[config.mk]
export PLATFORM = sky130hd
export DESIGN_NAME = mmc3_scanline_irq
export DESIGN_NICKNAME = d
export VERILOG_FILES = /design/src/rtl/mmc3_scanline_irq.sv
export SDC_FILE = /design/constraint.sdc
export NUM_CORES = 1
export LEC_CHECK = 0
export CAP_MARGIN = 20
export CORE_MARGIN = 3
export CORE_UTILIZATION = 51
export CTS_CLUSTER_DIAMETER = 120
export DETAILED_ROUTE_END_ITERATION = 12
export PLACE_DENSITY = 0.89
export SETUP_SLACK_MARGIN = 0.05
export SLEW_MARGIN = 10
export SYNTH_ARGS = -nofsm -noshare
export SYNTH_HDL_FRONTEND = slang
export SYNTH_SLANG_ARGS = --single-unit
[constraint.sdc]
create_clock -name m2 -period 3.83 [get_ports m2]
set_input_delay 0.766 -clock m2 [delete_from_list [all_inputs] [get_ports m2]]
set_output_delay 0.766 -clock m2 [all_outputs]
set_load 0.05 [all_outputs]
[src/rtl/mmc3_scanline_irq.sv]
// MMC3-style scanline IRQ: filters PPU A12 rises, counts scanlines, raises an active-low IRQ.
// Define MMC3_IRQ_ALT_EN to select the old-revision trigger, which stays silent on reload-to-zero.
module mmc3_scanline_irq #(
  parameter int A12_LOW_MIN     = 3,
  parameter int A12_SYNC_STAGES = 2
) (
  input  logic        m2,
  input  logic        rst_n,
  input  logic        enable,
  input  logic        cpu_wr_stb,
  input  logic [14:0] cpu_addr_in,
  input  logic [7:0]  cpu_data_in,
  input  logic        ppu_a12,
  output logic        irq,
  output logic [7:0]  irq_counter
);
  localparam int LW = $clog2(A12_LOW_MIN + 1);

  logic [A12_SYNC_STAGES-1:0] r_sync;
  logic                       r_a12_prev;
  logic [LW-1:0]              r_low_cnt;
  logic [7:0]                 r_latch, r_counter;
  logic                       r_reload, r_irq_en, r_irq_pend, r_irq;

  logic       w_a12_s, w_event, w_wr, w_c000, w_c001, w_e000, w_e001, w_trig;
  logic [7:0] w_new;

  assign w_a12_s = r_sync[A12_SYNC_STAGES-1];
  // A rise only counts after A12 has been quiet long enough; this rejects the
  // short A12 toggles of sprite/background fetch interleaving.
  assign w_event = w_a12_s && !r_a12_prev && (r_low_cnt >= LW'(A12_LOW_MIN));

  assign w_wr   = cpu_wr_stb && enable && cpu_addr_in[14];
  assign w_c000 = w_wr && !cpu_addr_in[13] && !cpu_addr_in[0];
  assign w_c001 = w_wr && !cpu_addr_in[13] &&  cpu_addr_in[0];
  assign w_e000 = w_wr &&  cpu_addr_in[13] && !cpu_addr_in[0];
  assign w_e001 = w_wr &&  cpu_addr_in[13] &&  cpu_addr_in[0];

  assign w_new = (r_counter == 8'd0 || r_reload) ? r_latch : r_counter - 8'd1;

`ifdef MMC3_IRQ_ALT_EN
  assign w_trig = (w_new == 8'd0) && r_irq_en && (r_counter != 8'd0 || r_reload);
`else
  assign w_trig = (w_new == 8'd0) && r_irq_en;
`endif

  always_ff @(posedge m2) begin
    if (!rst_n) begin
      r_sync     <= '0;
      r_a12_prev <= 1'b0;
      r_low_cnt  <= '0;
      r_latch    <= 8'd0;
      r_counter  <= 8'd0;
      r_reload   <= 1'b0;
      r_irq_en   <= 1'b0;
      r_irq_pend <= 1'b0;
      r_irq      <= 1'b1;
    end else begin
      r_sync     <= {r_sync[A12_SYNC_STAGES-2:0], ppu_a12};
      r_a12_prev <= w_a12_s;
      if (w_a12_s)
        r_low_cnt <= '0;
      else if (r_low_cnt < LW'(A12_LOW_MIN))
        r_low_cnt <= r_low_cnt + LW'(1);

      r_irq <= ~(r_irq_pend && enable);

      // Register writes come after the event update so they win on collision.
      if (enable) begin
        if (w_event && !w_c001) begin
          r_counter <= w_new;
          r_reload  <= 1'b0;
          if (w_trig) r_irq_pend <= 1'b1;
        end
        if (w_c000) r_latch <= cpu_data_in;
        if (w_c001) begin
          r_counter <= 8'd0;
          r_reload  <= 1'b1;
        end
        if (w_e000) begin
          r_irq_en   <= 1'b0;
          r_irq_pend <= 1'b0;
        end
        if (w_e001) r_irq_en <= 1'b1;
      end
    end
  end

  assign irq         = r_irq;
  assign irq_counter = r_counter;
endmodule

==> run metrics <==
status finished, final reports clean; # diodes 0; DP HPWL 2070 um; dpl cells 197; Max Fclk 0.376 GHz; pin count of the biggest net entering global routing 25; fin. max-slew vios 0; Detailed Route WL 2850 um; static leakage 0.555 nW; clk_skew 6.31 ps; Rel. slew slack 40.9%; CP required 4080 ps; final setup TNS 0 ps; antenna violations before repair 0; hold slack final 435 ps; CTS buffer count 3; deepest clock path buffer count 2; cell row count 18; final worst path period share 69.5%; Tmin final 2660 ps; Layout Area Growth over Synthesis 18.6%; Setup Buffers After CTS 0; Initial Util roughly 55%; Tightest Pin Transition 884 ps; DRC 0; detailed-route via count 1118; setup violators final 0; synth unique cells between 40 and 50; Ys Warns 0; H-tree depth 1; post-CTS sizing 0; final hold vios 0; final core utilization 64.8%; Max Cap Viol 0; fill cell count 207; Peak VDD IR 0.000263 V; CTS tree built; unrepaired setup endpoints after global routing no; Mapped Area 0.00137 mm^2; Die H 57.7 um; post-route ant nets 0; worst skew pair latency 320 ps; critical path peak fanout 11; WS Path Type in2reg; DR WL met2 between 1000 and 1500 um; DRT Pass-1 Iters 4; Vias/cell 5.56; hold depth 1; first-pass GRT wire length approximately 4700 um; Metal-1 WL 1310 um; cell count after synthesis 150; DR WL met3 between 100 and 150 um; pre-CTS setup slack 853 ps; IO Port Bufs 24; post-route insts no fill 201; Reg2Reg Depth 7; Die ar. 0.00333 mm^2; crit start category primary input; Tot GR Track Use 18.3%; register area share after synthesis 36.7%; Congestion Overflow GR 0; global placement routability congestion 0.860; WL/cell about 14 um; Die W between 50 and 60 um; # IOs 37; #FFs+latches synth 25; TritonCTS sink count 25; DR iter-0 viols between 40 and 50; cts hold-fix bufs 0; CP Data Arrival Time just under 3000 ps; layout cells sized above 1 under 10%; Hold Path Class reg2reg; Syn Area/Cell 9.10 um^2; Critical Path End Type flop; Core ar. 0.00250 mm^2; clock root buffer clkbuf_4; Nets between 200 and 250; max layer used met4; Pwr per Cell Area around 270 mW/mm^2; Post-Syn Nets 181; Final WS setup 1170 ps; clock-pin transition on the worst setup and hold timing paths 140 ps; via count of the first global-routing pass 1017
## cell families (layout without fill, tap and decap cells)
family	Yosys count	in the layout	synth area share, %
xor gates and xnor gates	4	4	2.57
buffers and inverters	14	35	5.86
and+or+nand+nor	62	62	26.6
muxes	12	12	8.89
DFF	25	25	36.7
AOI/OAI and AO/OA	30	30	16.7
adders and majority gates	3	3	2.75
## where the power goes
part | internal (W) | switching [W] | leakage [nW]
Combinational | 0.0000247 | 0.0000156 | 0.337
Clock | 0.0000408 | 0.0000794 | 0.0150
Sequential | 0.000266 | 0.00000457 | 0.203
## final cells by class
cell class / instances / area [um^2] / share of cell area, %
well taps: 30 / 37.5 / 2.32
inverters: 6 / 22.5 / 1.39
clock buffers: 4 / 26.3 / 1.62
multi-input cells: 111 / 785 / 48.5
flip-flops and latches: 25 / 500 / 30.9
repair buffers: 25 / 248 / 15.3
## layer usage
layer  global-route usage (%)  up-vias
met5                        0        -
met4                     8.61        0
met3                     3.34        7
met2                     30.0       25
met1                     23.2      516
li1                         -      570
## through the flow
step           area, um^2  total power (W)
2_1_floorplan        1370         0.000294
3_3_place_gp         1590         0.000314
3_5_place_dp         1590         0.000316
4_1_cts              1620         0.000434
5_1_grt              1620         0.000451
6_report             1620         0.000431
## worst max-delay path, stage by stage
cell and delay, ps:
clkdlybuf4s50_1 500, and4b_1 250, a2111oi_2 360, buf_4 240, nand3_1 90, or4b_1 520
o31ai_2 190
## placed cells by master (no fill, tap or decap), types with 4 or more instances in the layout
| cell type | count |
|---|---|
| a21boi_0 | 6 |
| clkdlybuf4s50_1 | 24 |
| nor2_1 | 10 |
| mux2i_1 | 11 |
| inv_1 | 6 |
| nor2b_1 | 13 |
| and2_1 | 6 |
| nor3_1 | 5 |
| dfxtp_1 | 25 |
| nand2_1 | 12 |
| o211ai_1 | 4 |
## final timing paths
path / startpoint / end / slack (ps)
max: enable / r_irq_pend / 1170
min reg2reg: r_irq_pend / irq / 440
min: r_irq_pend / irq / 440
max reg2reg: irq_counter[0] / r_irq_pend / 1210
## cell usage after synthesis, drive strengths merged
| cell | count | area, um^2 |
|---|---|---|
| dfxtp | 25 | 500 |
| nor2b | 13 | 81.3 |
| nand2 | 12 | 45.0 |
| mux2i | 11 | 110 |
| nor2 | 10 | 37.5 |
| a21boi | 7 | 52.6 |
| and2 | 6 | 37.5 |
| inv | 6 | 22.5 |
| clkbuf | 5 | 28.8 |
| nor3 | 5 | 25.0 |
| a21oi | 4 | 23.8 |
| o211ai | 4 | 30.0 |
| o21ai | 4 | 20.0 |
| ha | 3 | 37.5 |
| xor2 | 3 | 26.3 |
| a32oi | 2 | 17.5 |
| buf | 2 | 16.3 |
| nand2b | 2 | 12.5 |
| nand3 | 2 | 10.0 |
| nor3b | 2 | 15.0 |
| o21a | 2 | 15.0 |
| o31ai | 2 | 20.0 |
| a2111oi | 1 | 15.0 |
| a22oi | 1 | 7.51 |
| a2bb2oi | 1 | 8.76 |
| and2b | 1 | 8.76 |
| and3b | 1 | 8.76 |
| and4b | 1 | 10.0 |
| dlymetal6s2s | 1 | 12.5 |
| mux2 | 1 | 11.3 |
| nand3b | 1 | 7.51 |
| nand4 | 1 | 6.26 |
| nand4b | 1 | 8.76 |
| nor4 | 1 | 21.3 |
| nor4b | 1 | 8.76 |
| o2bb2ai | 1 | 8.76 |
| o32ai | 1 | 8.76 |
| or3b | 1 | 8.76 |
| or4b | 1 | 10.0 |
| xnor2 | 1 | 8.76 |
## state kept, by name, indices dropped and copies added (netlist names)
name,cells
r_latch,8
r_sync,2
r_irq_en,1
irq_counter,8
r_a12_prev,1
r_irq_pend,1
irq,1
r_reload,1
r_low_cnt,2
(Power assumes the default switching activity.)
